**src/rtl/div_unit.sv**
```systemverilog
// rtl/div_unit.sv - multi-cycle radix-2 restoring divider for DIV/DIVU (quotient->LO, remainder->HI)
// Optional macro DIV_ZERO_FASTPATH_EN: divide-by-zero finishes one cycle after accept.
module div_unit #(
    parameter int WIDTH = 32
) (
    input  logic             clk,
    input  logic             rst,
    input  logic             start_i,
    input  logic             signed_i,
    input  logic [WIDTH-1:0] a_i,
    input  logic [WIDTH-1:0] b_i,
    input  logic             annul_i,
    output logic             stall_o,
    output logic             ready_o,
    output logic [WIDTH-1:0] hi_o,
    output logic [WIDTH-1:0] lo_o
);
    localparam int CW = (WIDTH > 1) ? $clog2(WIDTH) : 1;

    typedef enum logic [1:0] {S_IDLE, S_RUN, S_DONE} state_t;

    state_t           state_q, state_d;
    logic [CW-1:0]    cnt_q, cnt_d;
    logic [WIDTH-1:0] rem_q, rem_d;
    logic [WIDTH-1:0] quo_q, quo_d;
    logic [WIDTH-1:0] dvs_q, dvs_d;
    logic [WIDTH-1:0] hi_q, hi_d;
    logic [WIDTH-1:0] lo_q, lo_d;
    logic             qneg_q, qneg_d;
    logic             rneg_q, rneg_d;
`ifdef DIV_ZERO_FASTPATH_EN
    logic             dz_q, dz_d;
`endif

    logic             accept;
    logic [WIDTH-1:0] abs_a, abs_b;
    logic [WIDTH:0]   shifted, diff;
    logic             qbit;
    logic [WIDTH-1:0] res_hi, res_lo;

    assign accept = start_i & ~annul_i;
    assign abs_a  = (signed_i & a_i[WIDTH-1]) ? -a_i : a_i;
    assign abs_b  = (signed_i & b_i[WIDTH-1]) ? -b_i : b_i;

    // quo_q doubles as the dividend shift register: its MSB feeds the remainder each step
    assign shifted = {rem_q, quo_q[WIDTH-1]};
    assign diff    = shifted - {1'b0, dvs_q};
    assign qbit    = ~diff[WIDTH];

    always_comb begin
        res_lo = qneg_q ? -quo_q : quo_q;
        res_hi = rneg_q ? -rem_q : rem_q;
`ifdef DIV_ZERO_FASTPATH_EN
        if (dz_q) begin
            res_lo = '1;
            res_hi = quo_q;
        end
`endif
    end

    always_comb begin
        state_d = state_q;
        cnt_d   = cnt_q;
        rem_d   = rem_q;
        quo_d   = quo_q;
        dvs_d   = dvs_q;
        hi_d    = hi_q;
        lo_d    = lo_q;
        qneg_d  = qneg_q;
        rneg_d  = rneg_q;
`ifdef DIV_ZERO_FASTPATH_EN
        dz_d    = dz_q;
`endif
        stall_o = 1'b0;
        ready_o = 1'b0;

        case (state_q)
            S_IDLE: begin
                if (accept) begin
                    stall_o = 1'b1;
                    rem_d   = '0;
                    quo_d   = abs_a;
                    dvs_d   = abs_b;
                    qneg_d  = signed_i & (a_i[WIDTH-1] ^ b_i[WIDTH-1]);
                    rneg_d  = signed_i & a_i[WIDTH-1];
                    cnt_d   = '0;
                    state_d = S_RUN;
`ifdef DIV_ZERO_FASTPATH_EN
                    dz_d    = 1'b0;
                    if (b_i == '0) begin
                        quo_d   = a_i;
                        dz_d    = 1'b1;
                        state_d = S_DONE;
                    end
`endif
                end
            end
            S_RUN: begin
                stall_o = 1'b1;
                if (annul_i) begin
                    state_d = S_IDLE;
                end else begin
                    rem_d = qbit ? diff[WIDTH-1:0] : shifted[WIDTH-1:0];
                    quo_d = {quo_q[WIDTH-2:0], qbit};
                    cnt_d = cnt_q + 1'b1;
                    if (cnt_q == CW'(WIDTH - 1)) begin
                        state_d = S_DONE;
                    end
                end
            end
            S_DONE: begin
                state_d = S_IDLE;
                if (!annul_i) begin
                    ready_o = 1'b1;
                    hi_d    = res_hi;
                    lo_d    = res_lo;
                end
            end
            default: state_d = S_IDLE;
        endcase

        // The result is visible in the DONE cycle itself so HI/LO can be written then
        hi_o = ready_o ? res_hi : hi_q;
        lo_o = ready_o ? res_lo : lo_q;
    end

    always_ff @(posedge clk or posedge rst) begin
        if (rst) begin
            state_q <= S_IDLE;
            cnt_q   <= '0;
            rem_q   <= '0;
            quo_q   <= '0;
            dvs_q   <= '0;
            hi_q    <= '0;
            lo_q    <= '0;
            qneg_q  <= 1'b0;
            rneg_q  <= 1'b0;
`ifdef DIV_ZERO_FASTPATH_EN
            dz_q    <= 1'b0;
`endif
        end else begin
            state_q <= state_d;
            cnt_q   <= cnt_d;
            rem_q   <= rem_d;
            quo_q   <= quo_d;
            dvs_q   <= dvs_d;
            hi_q    <= hi_d;
            lo_q    <= lo_d;
            qneg_q  <= qneg_d;
            rneg_q  <= rneg_d;
`ifdef DIV_ZERO_FASTPATH_EN
            dz_q    <= dz_d;
`endif
        end
    end
endmodule

```
**config.mk**
```make
export PLATFORM = sky130hd
export DESIGN_NAME = div_unit
export DESIGN_NICKNAME = d
export VERILOG_FILES = /design/src/rtl/div_unit.sv
export SDC_FILE = /design/constraint.sdc
export NUM_CORES = 1
export LEC_CHECK = 0
export CELL_PAD_IN_SITES_DETAIL_PLACEMENT = 0
export CELL_PAD_IN_SITES_GLOBAL_PLACEMENT = 2
export CORE_MARGIN = 5
export CORE_UTILIZATION = 37
export CTS_CLUSTER_DIAMETER = 150
export CTS_CLUSTER_SIZE = 20
export DETAILED_ROUTE_END_ITERATION = 16
export GPL_TIMING_DRIVEN = 0
export PLACE_DENSITY_LB_ADDON = 0.1
export SLEW_MARGIN = 0
export SYNTH_ARGS = -nofsm -noshare
export SYNTH_HDL_FRONTEND = slang
export SYNTH_SLANG_ARGS = --single-unit
```
**constraint.sdc**
```tcl
create_clock -name clk -period 9.8 [get_ports clk]
set_input_delay 1.96 -clock clk [delete_from_list [all_inputs] [get_ports clk]]
set_output_delay 1.96 -clock clk [all_outputs]
set_load 0.01 [all_outputs]
```
==> impl_metrics.sql <==
INSERT INTO impl_metrics (metric_group, metric, value, unit) VALUES
('finish', 'drive_gt1_share', '4.324', '%'),
('floorplan', 'rows', '63', ''),
('power', 'cellPowerDensity', '162.0', 'nW/um^2'),
('flow_run', 'maxCapViolations', '0', ''),
('power', 'clock_power_share', '32.6', '%'),
('synthesis', 'synthesis.instances', '1290', ''),
('routing', 'drt-vias-per-instance', '5.232', ''),
('worst_setup_path', 'worst-setup-path-type', 'in2out', ''),
('floorplan', 'fp.dieArea', '33460', 'sq um'),
('floorplan', 'design.core.area', '29560', 'sq um'),
('grt', 'globalRouteOverflowTotal', '0', ''),
('clock_network', 'clock_sinks', '169', ''),
('synthesis', 'number_of_distinct_standard_cells_referenced_by_the_synthesized_netlist', '73', ''),
('power', 'combinationalPowerShare', '28.3', '%'),
('worst_setup_path', 'timing.critical_path.slowest_cell_delay', '0.65', 'ns'),
('power', 'power.internal', '1.439', 'mW'),
('floorplan', 'dieWidth', '182.9', 'um'),
('timing', 'final-max-slew-violation-count', '0', ''),
('placed_design', 'place_hpwl', '26.21', 'mm'),
('synthesis', 'number_of_warnings_printed_during_yosys_synthesis', '0', ''),
('floorplan', 'starting_utilization_of_the_core_area', '37.43', '%'),
('grt', 'grt_pass1_vias', '9755', ''),
('clock_network', 'postCtsSetupRepairBufs', '0', ''),
('worst_setup_path', 'slowest_cell_on_crit_path', 'sky130_fd_sc_hd__clkdlybuf4s50_1', ''),
('synthesis', 'synth-edff-count', '0', ''),
('synthesis', 'yosys_register_bits', '169', ''),
('timing', 'timing.final.setup_violations', '0', ''),
('routing', 'antenna_violating_nets_post_route', '0', ''),
('timing', 'worst_slack', '2.522', 'ns'),
('placed_design', 'preCtsSetupSlack', '2.564', 'ns'),
('synthesis', 'synthMostInstantiatedCell', 'sky130_fd_sc_hd__nand2_1', ''),
('synthesis', 'most_instantiated_cells_after_synthesis', 'sky130_fd_sc_hd__nand2_1, sky130_fd_sc_hd__dfrtp_1, sky130_fd_sc_hd__o21ai_0', ''),
('synthesis', 'share_of_flip_flops_with_an_asynchronous_set_or_reset', '100.0', '%'),
('floorplan', 'num_io_pins', '135', ''),
('power', 'static-leakage-power', '5.753', 'nW'),
('synthesis', 'avgSynthCellArea', '8.576', 'sq um'),
('routing', 'postRouteWirelength', '33.43', 'mm'),
('worst_setup_path', 'crit_buf_inv', '6', ''),
('clock_network', 'cts-buffers-inserted', '17', ''),
('finish', 'nNetsFinal', '1552', ''),
('clock_network', 'ctsHoldBuffers', '0', ''),
('timing', 'maxSlewHeadroom', '37.68', '%'),
('clock_network', 'cts-root-buf', 'sky130_fd_sc_hd__clkbuf_16', ''),
('routing', 'via_count_of_the_routed_design', '9664', ''),
('power', 'power.sequential.fraction', '39.1', '%'),
('clock_network', 'clock_tree_from_tritoncts', 'built', ''),
('timing', 'timing_hold_violations_final', '0', ''),
('synthesis', 'netlist_area', '11060', 'sq um'),
('clock_network', 'cts_repair_resize_count', '0', ''),
('timing', 'post_route_fraction_of_the_period_consumed_by_the_critical_path', '74.26', '%'),
('synthesis', 'postSynth.topFlopCell', 'sky130_fd_sc_hd__dfrtp_1', ''),
('placed_design', 'placed_cells', '1815', ''),
('power', 'net-switching-power', '0.7553', 'mW'),
('worst_setup_path', 'path_cells', 'clkdlybuf4s50_1 -> inv_1 -> nand3_1 -> clkbuf_1 -> clkbuf_1 -> clkbuf_1 -> nand2_1 -> o21ai_0 -> clkdlybuf4s50_1', ''),
('timing', 'worst_clock_skew', '0.01021', 'ns'),
('finish', 'final_instance_count_excl_fillers', '1847', ''),
('worst_setup_path', 'wp_data_required', '7.84', 'ns'),
('clock_network', 'worst_setup_hold_path_clk_slew', '0.07', 'ns'),
('grt', 'grt_start_max_net_pins', '94', ''),
('worst_setup_path', 'critPathCaptureType', 'primary output', ''),
('floorplan', 'die_height', '182.9', 'um'),
('timing', 'finalSetupTns', '0', 'ns'),
('timing', 'max_slew.worst_pin.slew', '0.9313', 'ns'),
('timing', 'min_period', '7.278', 'ns'),
('clock_network', 'clkLatencyLatePin', '0.44', 'ns'),
('outcome', 'status', 'finished, final reports clean', ''),
('placed_design', 'number_of_buffer_cells_added_on_primary_ports', '134', ''),
('worst_hold_path', 'worst_hold_path_type', 'reg2reg', ''),
('worst_setup_path', 'timing.critical_path.arrival', '5.32', 'ns'),
('power', 'vdd.ir_drop.worst', '131.5', 'uV'),
('synthesis', 'post-synth-top-area-cell', 'sky130_fd_sc_hd__dfrtp_1', '');
-- layer usage --
layer	global-route usage, %	up-vias	wire length, um
li1	-	4850	-
met1	28.22	4635	16060
met2	33.60	158	15830
met3	3.193	21	1200
met4	3.844	0	340
met5	0	-	0
-- worst min-delay path, delay by kind of cell, from the launching register on --
| kind | cells | cell delay [ns] |
|---|---|---|
| and+or+nand+nor | 1 | 0.05 |
| AOI/OAI and AO/OA | 1 | 0.06 |
| DFF | 1 | 0.34 |
-- placed cells by master, fill, tap and decap left out, drive strengths merged, types with 15 or more instances in the layout --
cell type and n:
a21o 18, or3 17, ha 38, o21ai 188
nor2 55, xor2 86, nor3 21, nand2b 15
mux2i 31, dfrtp 169, a22oi 18, clkdlybuf4s50 134
clkbuf 76, nand2 201, inv 59, o31ai 26
a21oi 73, nand3 18, xnor2 56
-- cell type report --
class | instances | area [sq um]
Multi-Input combinational cell | 997 | 6324
Fill cell | 2996 | 16020
Sequential cell | 169 | 4229
Inverter | 56 | 217.7
Tap cell | 390 | 488.0
Buffer | 68 | 300.3
Clock buffer | 19 | 442.9
Timing Repair Buffer | 135 | 1369
Clock inverter | 13 | 168.9
-- registers in the layout, summed over array words and instances (netlist names) --
name / count
dvs_q: 32
hi_q: 32
lo_q: 32
quo_q: 32
rem_q: 32
cnt_q: 5
state_q: 2
qneg_q: 1
rneg_q: 1
-- power groups by stage --
stage	clock network [mW]	registers, mW	logic, mW
after floorplan	0	0.842	0.449
after global placement	0	0.868	0.623
after CTS	0.730	0.856	0.629
after global routing	0.763	0.869	0.701
after detailed placement	0	0.870	0.627
final	0.715	0.857	0.622
-- cells by family (layout without fill, tap and decap cells) --
logic type	Yosys count	in the layout	synth area share (%)
and+or+nand+nor	387	387	16.69
adders and majority gates	39	39	4.479
muxes	31	31	2.805
DFF	169	169	38.23
xor gates and xnor gates	142	142	11.24
AOI/OAI and AO/OA	398	398	21.94
buffers and inverters	124	291	4.614
-- through the flow --
stage	total power, mW	area [sq um]
2_1_floorplan	1.290	11060
3_3_place_gp	1.490	12890
3_5_place_dp	1.496	12930
4_1_cts	2.215	13540
5_1_grt	2.332	13540
6_report	2.194	13540
-- final timing paths --
| check | endpoint | slack (ns) | startpoint |
|---|---|---|---|
| max in group asynchronous | hi_q[30] | 6.92 | rst |
| worst min-delay path | dvs_q[26] | 0.48 | dvs_q[26] |
| worst min register to register | dvs_q[26] | 0.48 | dvs_q[26] |
| worst max register to register | rem_q[22] | 6.19 | dvs_q[0] |
| worst max-delay path | hi_o[20] | 2.52 | annul_i |
| min in group asynchronous | lo_q[30] | 1.99 | rst |
Note: power is estimated with default switching activity, not from simulation.
